<file path="src/rtl/vg_pkg.sv">
// Shared definitions for the vector-generator state sequencer:
// FSM encoding, microstep strobe indices, PROM and counter widths,
// and a small helper that decodes a microstate against a strobe index.
package vg_pkg;

    // Sequencer FSM encoding
    typedef enum logic [2:0] {
        ST_IDLE  = 3'd0,
        ST_FETCH = 3'd1,
        ST_WAIT  = 3'd2,
        ST_EXEC  = 3'd3,
        ST_TWAIT = 3'd4,
        ST_PACE  = 3'd5
    } vg_fsm_t;

    // State PROM geometry: address is {opcode, microstate}
    localparam int OP_W     = 4;
    localparam int USTATE_W = 4;
    localparam int ROM_AW   = OP_W + USTATE_W;
    localparam int ROM_DW   = USTATE_W;

    // Strobe/counter widths
    localparam int LATCH_N  = 4;
    localparam int PACE_W   = 8;
    localparam int WDOG_W   = 16;

    // Strobe index carried in microstate bits [2:0] when bit [3] is set
    localparam logic [2:0] STB_LATCH0 = 3'd0;
    localparam logic [2:0] STB_LATCH1 = 3'd1;
    localparam logic [2:0] STB_LATCH2 = 3'd2;
    localparam logic [2:0] STB_LATCH3 = 3'd3;
    localparam logic [2:0] STB_PC_INC = 3'd4;
    localparam logic [2:0] STB_DVY_GO = 3'd5;
    localparam logic [2:0] STB_HALT   = 3'd6;
    localparam logic [2:0] STB_NOP    = 3'd7;

    // True when a microstate requests the strobe selected by idx
    function automatic logic step_hits(input logic [USTATE_W-1:0] step,
                                       input logic [2:0]          idx);
        return step[USTATE_W-1] && (step[2:0] == idx);
    endfunction

endpackage

</file>
<file path="src/rtl/vg_step_pacer.sv">
// Inter-microstep pacing counter. Loaded with STEP_DIV-1 on entry to the
// pacing state, counts down while enabled, and flags done on the last
// pacing cycle so the sequencer can return to FETCH.
module vg_step_pacer
    import vg_pkg::*;
#(
    parameter int STEP_DIV = 1
) (
    input  logic clk,
    input  logic reset,
    input  logic clr,
    input  logic load,
    input  logic en,
    output logic done
);

    localparam logic [PACE_W-1:0] LOAD_VAL = PACE_W'(STEP_DIV - 1);

    logic [PACE_W-1:0] cnt_reg;
    logic [PACE_W-1:0] cnt_next;

    // Last pacing cycle is the one that sees a count of one (or less)
    assign done = en && (cnt_reg <= PACE_W'(1));

    // Counter next value: clear wins, then load, then count down
    always_comb begin
        cnt_next = cnt_reg;
        if (clr) begin
            cnt_next = '0;
        end else if (load) begin
            cnt_next = LOAD_VAL;
        end else if (en && (cnt_reg != '0)) begin
            cnt_next = cnt_reg - PACE_W'(1);
        end
    end

    // Counter register
    always_ff @(posedge clk or posedge reset) begin
        if (reset) begin
            cnt_reg <= '0;
        end else begin
            cnt_reg <= cnt_next;
        end
    end

endmodule

</file>
<file path="src/rtl/vg_state_seq.sv">
// Vector generator state sequencer. Walks a microcode PROM addressed by
// {opcode, microstate}; each microstep is FETCH -> WAIT -> EXEC, optionally
// followed by a timer wait (TWAIT) and/or pacing (PACE). EXEC fires at most
// one registered strobe chosen by the loaded microstate.
// Optional feature: define VG_WATCHDOG_EN to abort a TWAIT that lasts
// WDOG_CYCLES cycles back to IDLE.
module vg_state_seq
    import vg_pkg::*;
#(
    parameter int STEP_DIV    = 1,
    parameter int WDOG_CYCLES = 4096
) (
    input  logic                clk,
    input  logic                reset,
    input  logic                go,
    input  logic                vgrst,
    input  logic [OP_W-1:0]     dat_op,
    input  logic                timer_done,
    output logic [ROM_AW-1:0]   rom_addr,
    output logic                rom_cs,
    input  logic [ROM_DW-1:0]   rom_dout,
    output logic [LATCH_N-1:0]  latch,
    output logic                pc_inc,
    output logic                dvy_go,
    output logic                halt,
    output logic [USTATE_W-1:0] state
);

    localparam logic PACE_EN = (STEP_DIV > 1);

    vg_fsm_t fsm_reg, fsm_next;

    logic [USTATE_W-1:0] ustate_reg, ustate_next;
    logic [OP_W-1:0]     op_reg, op_next;
    logic [USTATE_W-1:0] addr_lo_reg, addr_lo_next;
    logic [LATCH_N-1:0]  latch_reg, latch_next;
    logic                pc_inc_reg, pc_inc_next;
    logic                dvy_go_reg, dvy_go_next;
    logic                halt_reg, halt_next;
    logic                rom_cs_reg, rom_cs_next;

    logic [LATCH_N-1:0]  wait_latch;
    logic                exec_halt;
    logic                exec_dvy;
    logic                pace_done;
    logic                pace_load;
    logic                wdog_expire;

    // Latch strobe requests decoded from the PROM word arriving in WAIT
    generate
        for (genvar gi = 0; gi < LATCH_N; gi++) begin : g_latch
            assign wait_latch[gi] = step_hits(rom_dout, STB_LATCH0 + 3'(gi));
        end
    endgenerate

    assign exec_halt = step_hits(ustate_reg, STB_HALT);
    assign exec_dvy  = step_hits(ustate_reg, STB_DVY_GO);

    // PROM address is live only in FETCH; otherwise it holds the last fetch
    assign rom_addr = (fsm_reg == ST_FETCH) ? {dat_op, ustate_reg}
                                            : {op_reg, addr_lo_reg};

    assign rom_cs = rom_cs_reg;
    assign latch  = latch_reg;
    assign pc_inc = pc_inc_reg;
    assign dvy_go = dvy_go_reg;
    assign halt   = halt_reg;
    assign state  = ustate_reg;

`ifdef VG_WATCHDOG_EN
    localparam logic [WDOG_W-1:0] WDOG_LAST = WDOG_W'(WDOG_CYCLES - 1);

    logic [WDOG_W-1:0] wdog_cnt_reg, wdog_cnt_next;

    // A timer completion on the final cycle still takes precedence
    assign wdog_expire = (fsm_reg == ST_TWAIT) && !timer_done &&
                         (wdog_cnt_reg == WDOG_LAST);

    // Watchdog counts TWAIT cycles and restarts on every other state
    always_comb begin
        wdog_cnt_next = '0;
        if ((fsm_reg == ST_TWAIT) && !vgrst) begin
            wdog_cnt_next = wdog_cnt_reg + WDOG_W'(1);
        end
    end

    // Watchdog counter register
    always_ff @(posedge clk or posedge reset) begin
        if (reset) begin
            wdog_cnt_reg <= '0;
        end else begin
            wdog_cnt_reg <= wdog_cnt_next;
        end
    end
`else
    // Without the watchdog TWAIT only ends on timer_done; the limit is
    // folded into a constant so the parameter stays part of the interface.
    localparam logic WDOG_NEVER = (WDOG_CYCLES < 0);
    assign wdog_expire = WDOG_NEVER;
`endif

    assign pace_load = (fsm_next == ST_PACE) && (fsm_reg != ST_PACE);

    vg_step_pacer #(
        .STEP_DIV (STEP_DIV)
    ) u_pacer (
        .clk   (clk),
        .reset (reset),
        .clr   (vgrst),
        .load  (pace_load),
        .en    (fsm_reg == ST_PACE),
        .done  (pace_done)
    );

    // FSM state register
    always_ff @(posedge clk or posedge reset) begin
        if (reset) begin
            fsm_reg <= ST_IDLE;
        end else begin
            fsm_reg <= fsm_next;
        end
    end

    // FSM next-state logic; soft reset overrides every transition
    always_comb begin
        fsm_next = fsm_reg;
        case (fsm_reg)
            ST_IDLE: begin
                if (go) begin
                    fsm_next = ST_FETCH;
                end
            end
            ST_FETCH: fsm_next = ST_WAIT;
            ST_WAIT:  fsm_next = ST_EXEC;
            ST_EXEC: begin
                if (exec_halt) begin
                    fsm_next = ST_IDLE;
                end else if (exec_dvy) begin
                    fsm_next = ST_TWAIT;
                end else if (PACE_EN) begin
                    fsm_next = ST_PACE;
                end else begin
                    fsm_next = ST_FETCH;
                end
            end
            ST_TWAIT: begin
                if (timer_done) begin
                    fsm_next = PACE_EN ? ST_PACE : ST_FETCH;
                end else if (wdog_expire) begin
                    fsm_next = ST_IDLE;
                end
            end
            ST_PACE: begin
                if (pace_done) begin
                    fsm_next = ST_FETCH;
                end
            end
            default: fsm_next = ST_IDLE;
        endcase
        if (vgrst) begin
            fsm_next = ST_IDLE;
        end
    end

    // Output/datapath next values; strobes are prepared in WAIT so they
    // come straight out of flops during EXEC
    always_comb begin
        ustate_next  = ustate_reg;
        op_next      = op_reg;
        addr_lo_next = addr_lo_reg;
        latch_next   = '0;
        pc_inc_next  = 1'b0;
        dvy_go_next  = 1'b0;
        case (fsm_reg)
            ST_IDLE: begin
                if (go) begin
                    ustate_next = '0;
                end
            end
            ST_FETCH: begin
                op_next      = dat_op;
                addr_lo_next = ustate_reg;
            end
            ST_WAIT: begin
                ustate_next = rom_dout;
                latch_next  = wait_latch;
                pc_inc_next = step_hits(rom_dout, STB_PC_INC);
                dvy_go_next = step_hits(rom_dout, STB_DVY_GO);
            end
            default: ;
        endcase
        if (wdog_expire) begin
            ustate_next = '0;
        end
        if (vgrst) begin
            ustate_next = '0;
            latch_next  = '0;
            pc_inc_next = 1'b0;
            dvy_go_next = 1'b0;
        end
        halt_next   = (fsm_next == ST_IDLE);
        rom_cs_next = (fsm_next == ST_FETCH);
    end

    // Datapath and registered output flops
    always_ff @(posedge clk or posedge reset) begin
        if (reset) begin
            ustate_reg  <= '0;
            op_reg      <= '0;
            addr_lo_reg <= '0;
            latch_reg   <= '0;
            pc_inc_reg  <= 1'b0;
            dvy_go_reg  <= 1'b0;
            halt_reg    <= 1'b1;
            rom_cs_reg  <= 1'b0;
        end else begin
            ustate_reg  <= ustate_next;
            op_reg      <= op_next;
            addr_lo_reg <= addr_lo_next;
            latch_reg   <= latch_next;
            pc_inc_reg  <= pc_inc_next;
            dvy_go_reg  <= dvy_go_next;
            halt_reg    <= halt_next;
            rom_cs_reg  <= rom_cs_next;
        end
    end

endmodule

</file>
<file path="config.mk">
export PLATFORM = sky130hd
export DESIGN_NAME = vg_state_seq
export DESIGN_NICKNAME = d
export VERILOG_FILES = /design/src/rtl/vg_pkg.sv /design/src/rtl/vg_step_pacer.sv /design/src/rtl/vg_state_seq.sv
export SDC_FILE = /design/constraint.sdc
export NUM_CORES = 1
export LEC_CHECK = 0
export BUFFER_PORTS_ARGS = -buffer_cell sky130_fd_sc_hd__clkbuf_2
export CAP_MARGIN = 15
export CORE_ASPECT_RATIO = 1.25
export CORE_MARGIN = 2
export CORE_UTILIZATION = 53
export CTS_CLUSTER_DIAMETER = 40
export DETAILED_ROUTE_END_ITERATION = 6
export GPL_ROUTABILITY_DRIVEN = 0
export PLACE_DENSITY_LB_ADDON = 0.05
export SLEW_MARGIN = 20
export SYNTH_ARGS = -nofsm -noshare
export SYNTH_HDL_FRONTEND = slang
export SYNTH_SLANG_ARGS = --single-unit
</file>
<file path="constraint.sdc">
create_clock -name clk -period 2.32 [get_ports clk]
set_clock_uncertainty 0.15 [all_clocks]
set_input_delay 0.464 -clock clk [delete_from_list [all_inputs] [get_ports clk]]
set_output_delay 0.464 -clock clk [all_outputs]
set_load 0.05 [all_outputs]
</file>
# == Word-level counts from Yosys, hierarchy flattened ==
# Index checks and enable logic that the tools add are counted.
# totals
out_inout_bits,20
reg_bits,31
elab_cells,66
# op_classes
eq_ne,16
n_reduce_logical,18
add_sub_neg,1
n_lt_le_gt_ge,1
muxes,20
# op_table
operator,n
8-bit 2-to-1 mux,4
"3-bit == test, second input constant",7
3-bit 2-to-1 mux,6
3-bit case mux with 6 select lines,1
4-bit 2-to-1 mux,4
"3-bit by 2-bit == test with 1-bit output, second input constant",4
1-bit logical AND,11
"3-bit by 1-bit == test with 1-bit output, second input constant",3
3-bit logical NOT,3
"8-bit by 1-bit less-or-equal comparator with 1-bit output, second input constant",1
4-bit case mux with 2 select lines,1
8-bit nonzero test,1
"8-bit by 1-bit subtractor with 8-bit output, second input constant",1
"3-bit != test, second input constant",2
3-bit nonzero test,2
1-bit 2-to-1 mux,4
2-bit AND reduction,1

# == Longest topological paths before layout ==
# Gate-level depths: netlist of run 1.
# depth
ltp_word,10
ltp_mapped,6
depth_no_buf,6

# == Modules after synthesis ==
# From an unflattened synthesis of run 1, not the netlist that was laid out.
# hier_totals
cells_unflattened,138
area_unflattened_um2,1516.5
# modules_own_cells
module,area_per_inst_um2,instances,cells_each
vg_state_seq,998.5,1,82
vg_step_pacer,518.0,1,56

# == Least setup slack after synthesis of run 1 ==
# OpenSTA, ideal clock, no wires.
# synth_timing
path_kind,register to output
startpoint,reg fsm_reg[2]
endpoint,out rom_addr[0]
t_arrival_ns,1.471
path_stages_with_launch,5
required_ns,1.706
slack_ns,0.235
path_buffers,1
path_cell_list,dfrtp_1 > buf_2 > nand2b_1 > nor2_2 > mux2_2
# synth_between
elab_chain_cells,2
# synth_lines
element,line,text
start: declaration,vg_state_seq.sv:31,"vg_fsm_t fsm_reg, fsm_next;"
start signal: assignment,vg_state_seq.sv:120,fsm_reg <= fsm_next;
3-bit by 1-bit == test with 1-bit output,vg_state_seq.sv:60,"assign rom_addr = (fsm_reg == ST_FETCH) ? {dat_op, ustate_reg}"
8-bit 2-to-1 mux,vg_state_seq.sv:60,
end: declaration,vg_state_seq.sv:19,"output logic [ROM_AW-1:0] rom_addr,"
# Every way passes these cells.

# == Worst setup path after layout of run 1 ==
# layout_timing
startpoint,reg fsm_reg[2]
endpoint,out rom_addr[1]
# Same word-level chain as after synthesis.

==> impl_metrics.ini, run 1 <==
[placed_design]
place_area_mm2 = 0.00170
portBuffers = 32
dp_hpwl_um = 2030
dp.cells = 192
place_ws_ns = 0.131

[critical_path]
critPathArrivalTime_ns = 1.66
setup.worst_path.start_class = register
worstPathRequired_ns = 1.71
critPathMaxFanout = 4
crit_type = reg -> out
cp-end-kind = primary output

[sta]
final-setup-viol-count = 0
max_freq_mhz = 439
finalHoldViolations = 0
slew_headroom = 0.617
tightestPinTransition_ns = 0.574
rsz0062_at_grt = true
setup_slack_ns = 0.0433
period_share = 0.981
finalSetupTns_ns = 0
period_minus_slack_ns = 2.28
finalMaxSlewViolations = 0

[global_route]
antenna_found_initial = 0
grt_usage = 0.197
overflow = 0
met2_usage = 0.341
busiest_layer = met2
grtUsageMet3 = 0.0640
grt_max_degree = 32
grtUsageMet1 = 0.222
grt_first_pass_wirelength_um = 4780
grt_pass1_vias = 1081

[floorplan]
coreArea_mm2 = 0.00268
ios = 33
die_y_um = 63.2
die_w_um = 51.4
fp.dieArea_mm2 = 0.00325
rows = 21
start_util = 0.555

[final_layout]
instances_no_fill = 202
fin_area_mm2 = 0.00187
regArea_um2 = 777
largest_reg_flops = 8
final_nets = 182
final_core_util = 0.699
syn2layout_area_growth_pct = 26.0
multi_input_area_um2 = 697
num_antenna_cells = 0
drive_above_1_share = 0.417
nFillCells = 209

[routing]
route.final.wire_length_um = 2810
wl_per_cell_um = 13.9
antenna_left = 0
vias = 1078
avgViaCountPerCell = 5.34
drt_iter0_markers = 7
drc = 0
dr.pass1.iters = 3

[clocking]
clk_pin_slew_ns = 0.09
htreeDepth = 2
clockRootBuffer = clkbuf_4
clock_latency_ns = 0.32
hold_buffers = 0
cts_buffer_depth = 2
cts_tree = done
numCtsBuffers = 5
cts_num_sinks = 31

[power_and_ir_drop]
p_per_area_mw_per_mm2 = 786
leakage_nw = 0.921
peakVddDrop_mv = 0.877

[synthesis]
synthTopCellsByArea = dfrtp_1, mux2_2, nor2_1, xnor2_1, a22o_1
yosys_warnings = 0
async_flop_share = 1.00
yosysMostFrequentCell = dfrtp_1
synth_top_area_share = 0.505
ys_seq_elements = 31
synth_edf_count = 0
dominantRegCellSynth = dfrtp_1
synth_top_area_cell = dfrtp_1
syn-cell-area_mm2 = 0.00149
synthCells = 125
synth_fp_nets = 140
synth_sequential_area_ratio = 0.523
netlist_top_cells_count = dfrtp_1, nor2_1, mux2_2, nor3_1
ys_types = 43
avgSynthCellArea_um2 = 11.9

[job]
cap_viol_max_count = 0

[status]
status = finished, final reports clean

[min_path]
hold_class = in -> async
-- layer usage --
metal | part of all wire | wire (µm)
met1 | 0.41 | 1150
met2 | 0.55 | 1560
met3 | 0.032 | 89
met4 | 0.0057 | 16
met5 | 0 | 0
-- worst max-delay path, cell delays in order, from the launching register on --
cell,delay (ns)
dfrtp_1,0.40
nand2b_4,0.17
nor2_4,0.11
buf_4,0.15
mux2_2,0.35
clkbuf_8,0.18
-- through the flow --
| stage | hold WS (ns) | power, mW |
|---|---|---|
| after floorplan | 0.384 | 0.984 |
| after global placement | 0.332 | 1.07 |
| after detailed placement | 0.336 | 1.08 |
| after CTS | 0.0292 | 1.48 |
| after global routing | 0.0676 | 1.55 |
| final | 0.0289 | 1.47 |
-- logic make-up (layout without fill, tap and decap cells) --
kind of cell	Yosys count	after routing	synth area share
AO/OA/AOI/OAI	18	18	0.0934
XOR/XNOR	7	7	0.0412
flip-flops	31	31	0.523
multiplexers	10	10	0.0749
AND/OR/NAND/NOR	48	48	0.221
adder cells (fa/ha/maj)	2	2	0.0168
buffers and inverters	9	52	0.0295
-- where the power goes --
group	internal [mW]	leakage (nW)	switching (mW)
Combinational	0.223	0.469	0.334
Clock	0.112	0.0347	0.174
Sequential	0.601	0.417	0.0272
-- final timing paths --
| kind | startpoint | end | slack (ns) | cells past startpoint |
|---|---|---|---|---|
| hold reg to reg | addr_lo_reg[3] | addr_lo_reg[3] | 0.36 | 1 |
| hold / removal | reset | pc_inc | 0.03 | 3 |
| min in group clk | rom_dout[0] | pc_inc | 0.22 | 2 |
| setup reg to reg | u_pacer.cnt_reg[0] | u_pacer.cnt_reg[7] | 0.23 | 6 |
| max in group asynchronous | reset | halt | 1.67 | 3 |
| setup / recovery | fsm_reg[2] | rom_addr[1] | 0.04 | 5 |
-- placed cells by master (no fill, tap or decap), types with 2 or more instances in the layout --
cell type / n
a211oi_1: 2
a21oi_1: 4
a22o_1: 4
buf_4: 7
buf_8: 2
clkbuf_2: 24
clkbuf_4: 5
clkbuf_8: 6
clkinv_2: 3
dfrtp_1: 30
ha_1: 2
inv_1: 5
mux2_2: 3
mux2_4: 5
nand2_1: 3
nand2b_1: 2
nand3b_1: 2
nor2_1: 14
nor2b_1: 2
nor3_1: 6
nor3b_1: 2
nor4b_1: 2
o21ai_0: 2
or2_2: 2
xnor2_1: 5
xor2_1: 2
-- layout make-up --
class / count / share of cell area
tap: 34 / 0.0227
clock buffer: 5 / 0.0200
multi-input combinational: 85 / 0.372
sequential: 31 / 0.415
inverter: 5 / 0.0100
timing repair buffer: 39 / 0.152
clock inverter: 3 / 0.00802
-- what timing repair did --
item | in CTS | in global routing
pin swaps | 1 | 0
resized for setup | 24 | 2
endpoints found under the setup margin | 8 | 3
setup buffers | 2 | 0
Power figures use the tool's default switching activity.
==> run 2: changes to the inputs <==
ABC_AREA = 1   (was default)
CORE_UTILIZATION = 52   (was 53)
==> run 2 against run 1 <==
  * Global-route usage increased by 1.4 points
  * Non-clock buffer count decreased by 6
  * Cell count rose by 20%
  * Setup slack better by 0.037 ns
  * Synthesized area down 1.2%
  * Hold slack got worse by 0.013 ns
==> impl_metrics.ini, run 2 <==
[critical_path]
reg2reg_from = u_pacer.cnt_reg[0]
path_depth = 4
r2r_slack_ns = 0.67
cpPeakStageDelay_ns = 0.41
critical_path_buf_inv_count = 2
cp_slowest_cell = dfrtp_1
r2r_end = u_pacer.cnt_reg[6]
worstPathRequired_ns = 1.71
crit_type = reg -> out
critPathMaxFanout = 13
cp-end-kind = primary output
crit_chain = inv_1, nand3_4, mux2_2, clkbuf_2
rr_worst_depth = 7
critPathArrivalTime_ns = 1.63
cp_top_family = flip-flops
setup.worst_path.start_class = register

[final_layout]
final_common_cell = nand2_1
num_antenna_cells = 0
multi_input_area_um2 = 581
largest_reg_flops = 8
regArea_um2 = 777
nFillCells = 238
final_nets = 222
final_cell_mix = nand2_1, dfrtp_1, clkbuf_2
drive_above_1_share = 0.274
fin_area_mm2 = 0.00173
syn2layout_area_growth_pct = 17.5

[clocking]
htreeDepth = 2
cts_setup_buffers = 0
numCtsBuffers = 5
cts_tree = done
hold_buffers = 0
clock_latency_ns = 0.34
cts_num_sinks = 31
clockRootBuffer = clkbuf_4
cts_buffer_depth = 2
clk_pin_slew_ns = 0.09

[routing]
avgViaCountPerCell = 5.04
dr.pass1.iters = 4
antenna_left = 0
drt_iter0_markers = 46
wl_per_cell_um = 12.2
vias = 1219
drc = 0
route.final.wire_length_um = 2960

[sta]
rsz0062_at_grt = false
tightestPinTransition_ns = 0.394
finalSetupTns_ns = 0
finalMaxSlewViolations = 0
period_minus_slack_ns = 2.24
max_freq_mhz = 447
slew_headroom = 0.737
period_share = 0.965
finalHoldViolations = 0
final-setup-viol-count = 0

[global_route]
grt_max_degree = 32
overflow = 0
antenna_found_initial = 0
grt_first_pass_wirelength_um = 5020
grt_usage = 0.211
grt_pass1_vias = 1194

[power_and_ir_drop]
leakage_nw = 0.907
p_per_area_mw_per_mm2 = 785
peakVddDrop_mv = 0.367

[synthesis]
yosys_warnings = 0
synthTopCellsByArea = dfrtp_1, nand2_1, inv_1, nand3_1, nor2_1
synthCells = 168
synth_top_area_share = 0.511
synth_edf_count = 0
async_flop_share = 1.00
avgSynthCellArea_um2 = 8.74
ys_types = 26
dominantRegCellSynth = dfrtp_1
ys_seq_elements = 31
syn-cell-area_mm2 = 0.00147
synth_sequential_area_ratio = 0.529
netlist_top_cells_count = nand2_1, dfrtp_1, inv_1, nor2_1, nand3_1
synth_top_area_cell = dfrtp_1
yosysMostFrequentCell = nand2_1
synth_fp_nets = 183

[floorplan]
fp.dieArea_mm2 = 0.00327
rows = 21
start_util = 0.548
die_y_um = 63.4
coreArea_mm2 = 0.00268
ios = 33
die_w_um = 51.5

[job]
cap_viol_max_count = 0

[placed_design]
place_area_mm2 = 0.00167
dp_hpwl_um = 2200
portBuffers = 32

[min_path]
hold_class = in -> async

[status]
status = finished, final reports clean
run 2: cell types whose count changed after synthesis, sizes merged, moves of 5 or more:
cell / delta
xnor2: -5
mux2: -5
nand3: +12
o21ai: +9
nand2: +35
inv: +23
nand4: +5
run 2: metal layers:
metal  part of all wire  track usage  vias up
met4              0.024        0.105        0
met1               0.40        0.229      565
met3              0.050       0.0664        6
met2               0.52        0.361       23
met5                  0            0        -
li1                   -            -      625
run 2: cell families (layout without fill, tap and decap cells):
group           Yosys count  after routing  synth area share
flops                    31             31             0.529
xor+xnor                  1              1           0.00596
compound gates           17             17            0.0724
buf+inv                  29             69            0.0809
fa+ha+maj                 2              2            0.0170
simple gates             84             84             0.264
mux                       4              4            0.0307
run 2: worst reg2reg max path, stage by stage, from the launching register on:
cell	delay, ns
dfrtp_1	0.41
inv_1	0.12
ha_1	0.27
nand2_1	0.10
inv_1	0.09
nand2_2	0.09
a21oi_4	0.20
o21ai_0	0.12
run 2: final cells by class:
class / count / area share
Sequential cell: 31 / 0.450
Tap cell: 34 / 0.0247
Clock inverter: 1 / 0.00290
Inverter: 28 / 0.0624
Clock buffer: 7 / 0.0261
Multi-Input combinational cell: 108 / 0.336
Timing Repair Buffer: 33 / 0.0972
run 2: timing repair:
item,CTS,global route
gates resized for setup,1,3
cloned,0,0
endpoints found under the setup margin,5,3
run 2: metrics by stage:
stage / total power [mW] / instances / hold WS [ns] / utilization / worst slack (ns)
3_3_place_gp: 1.05 / 234 / 0.319 / 0.622 / 0.412
6_report: 1.35 / 242 / 0.0164 / 0.644 / 0.0805
2_1_floorplan: 0.971 / 168 / 0.302 / - / 0.185
5_1_grt: 1.44 / 242 / 0.0725 / 0.644 / 0.00291
3_5_place_dp: 1.06 / 234 / 0.330 / 0.622 / 0.348
4_1_cts: 1.37 / 242 / 0.0197 / 0.644 / 0.0501
run 2: report_power, final:
part           internal [mW]  switching [mW]  leakage [nW]  total (mW)
Combinational          0.118           0.298         0.467       0.417
Clock                  0.118           0.185        0.0293       0.303
Sequential             0.600          0.0346         0.410       0.635
Total                  0.836           0.518         0.907        1.35
run 2: worst max path at each step:
| stage | slack [ns] | startpoint | end |
|---|---|---|---|
| 5_1_grt | 0.003 | fsm_reg[1] | rom_addr[4] |
| 4_1_cts | 0.05 | fsm_reg[1] | rom_addr[4] |
| 3_3_place_gp | 0.41 | fsm_reg[1] | rom_addr[5] |
| 6_report | 0.08 | fsm_reg[1] | rom_addr[4] |
| 3_5_place_dp | 0.35 | fsm_reg[1] | rom_addr[4] |
| 2_1_floorplan | 0.19 | state[0] | rom_addr[0] |
==> run 3: changes to the inputs <==
clock period = 2.2 ns   (was 2.32 ns; I/O delays follow)
==> run 3 against run 2 <==
  * Design area is 2.4% higher
  * Hold slack better by 0.13 ns
  * Total power is 6.9% higher
  * Sequential share of layout area is 0.98 points lower
  * Die area stayed put
  * Count of clock-buffer cells in the layout stayed put
  * Global-route usage is 1.1 points higher
  * Highest routed layer unchanged
==> impl_metrics.ini, run 3 (synthesis results as in run 2) <==
[status]
status = finished, final reports clean

[routing]
wl_met3_um = 162
topRoutingLayerUsed = met4
antenna_left = 0
dr.pass1.iters = 4
drc = 0
vias = 1242
avgViaCountPerCell = 5.07
wl_per_cell_um = 12.7
drt_iter0_markers = 29
wl_met2_um = 1670
met1Wirelength_um = 1220
route.final.wire_length_um = 3120

[final_layout]
largest_reg_flops = 8
syn2layout_area_growth_pct = 20.3
final_core_util = 0.659
final_nets = 225
drive_above_1_share = 0.294
fin_area_mm2 = 0.00177
final_common_cell = nand2_1
final_cell_mix = nand2_1, dfrtp_1, clkbuf_2
instances_no_fill = 245
nFillCells = 238
num_antenna_cells = 0

[critical_path]
setup.worst_path.start_class = register
r2r_slack_ns = 0.54
crit_type = reg -> out
rr_worst_depth = 9
critPathArrivalTime_ns = 1.54
reg2reg_from = u_pacer.cnt_reg[0]
worstPathRequired_ns = 1.61
critPathMaxFanout = 7
cp-end-kind = primary output
r2r_end = u_pacer.cnt_reg[0]

[clocking]
cts_num_sinks = 31
clockRootBuffer = clkbuf_4
cts_tree = done
clock_latency_ns = 0.34
clk_pin_slew_ns = 0.10
cts_buffer_depth = 2
htreeDepth = 2
numCtsBuffers = 5

[global_route]
antenna_found_initial = 0
grt_max_degree = 32
grt_first_pass_wirelength_um = 5260
grt_pass1_vias = 1193
overflow = 0
grt_usage = 0.222

[sta]
finalMaxSlewViolations = 0
tightestPinTransition_ns = 0.397
slew_headroom = 0.735
setup_slack_ns = 0.0715
period_minus_slack_ns = 2.13
fin_hold_ws_ns = 0.144
final-setup-viol-count = 0
rsz0062_at_grt = false
finalSetupTns_ns = 0
finalHoldViolations = 0
max_freq_mhz = 470
period_share = 0.967

[placed_design]
place_area_mm2 = 0.00167
dp_hpwl_um = 2200
dp.cells = 234
portBuffers = 32
place_ws_ns = 0.252

[power_and_ir_drop]
fin_total_pwr_mw = 1.45
peakVddDrop_mv = 0.391
p_per_area_mw_per_mm2 = 820
leakage_nw = 0.921

[min_path]
worst_hold_path.endpoint = latch[2]
hold_class = in -> reg
whs_path_depth = 2
hold_start = rom_dout[0]

[floorplan]
rows = 21
coreArea_mm2 = 0.00268
die_w_um = 51.5
fp.dieArea_mm2 = 0.00327
ios = 33
die_y_um = 63.4
start_util = 0.548

[job]
cap_viol_max_count = 0
## run 3: cell types whose count changed in the layout (fill, tap and decap cells not counted), moves of 2 or more
| cell | before | now |
|---|---|---|
| clkbuf_4 | 5 | 10 |
| inv_2 | 2 | 4 |
| clkbuf_2 | 29 | 25 |
| inv_1 | 25 | 23 |
## run 3: area by class of cell
class                           count  area, µm²  share of cell area
Sequential cell                    31        778               0.441
Multi-Input combinational cell    109        591               0.334
Timing Repair Buffer               35        198               0.112
Inverter                           28        108              0.0609
Clock buffer                        7       45.0              0.0255
Tap cell                           34       42.5              0.0241
Clock inverter                      1       5.00             0.00283
## run 3: worst max path at each step
stage	start	depth (start not counted)	to	slack (ns)
after floorplan	state[0]	2	rom_addr[0]	0.09
after global routing	fsm_reg[1]	4	rom_addr[4]	0.007
final	fsm_reg[0]	3	rom_addr[4]	0.07
after CTS	fsm_reg[2]	4	rom_addr[4]	0.01
after detailed placement	fsm_reg[1]	4	rom_addr[4]	0.25
after global placement	fsm_reg[1]	4	rom_addr[5]	0.32
## run 3: what timing repair did
| item | CTS | global route |
|---|---|---|
| cloned | 1 | 0 |
| hold buffers | 1 | 0 |
| endpoints found under the setup margin | 8 | 8 |
| pin swaps | 1 | 0 |
| resized for setup | 6 | 6 |
| endpoints found under the hold margin | 8 | 0 |
| buffers inserted | 1 | 0 |
## run 3: worst max-delay path, cell delays in order, from the launching register on
cell	delay [ns]
dfrtp_2	0.47
nand3_4	0.15
mux2_2	0.36
clkbuf_4	0.21
## run 3: metal layers
| layer | track usage | vias up |
|---|---|---|
| li1 | - | 635 |
| met1 | 0.253 | 576 |
| met2 | 0.375 | 25 |
| met3 | 0.0664 | 6 |
| met4 | 0.0987 | 0 |
| met5 | 0 | - |
## run 3: power breakdown
part	total (mW)	switching (mW)	internal, mW	leakage [nW]
combinational	0.459	0.318	0.141	0.482
clock	0.318	0.194	0.124	0.0293
sequential	0.672	0.0383	0.633	0.409
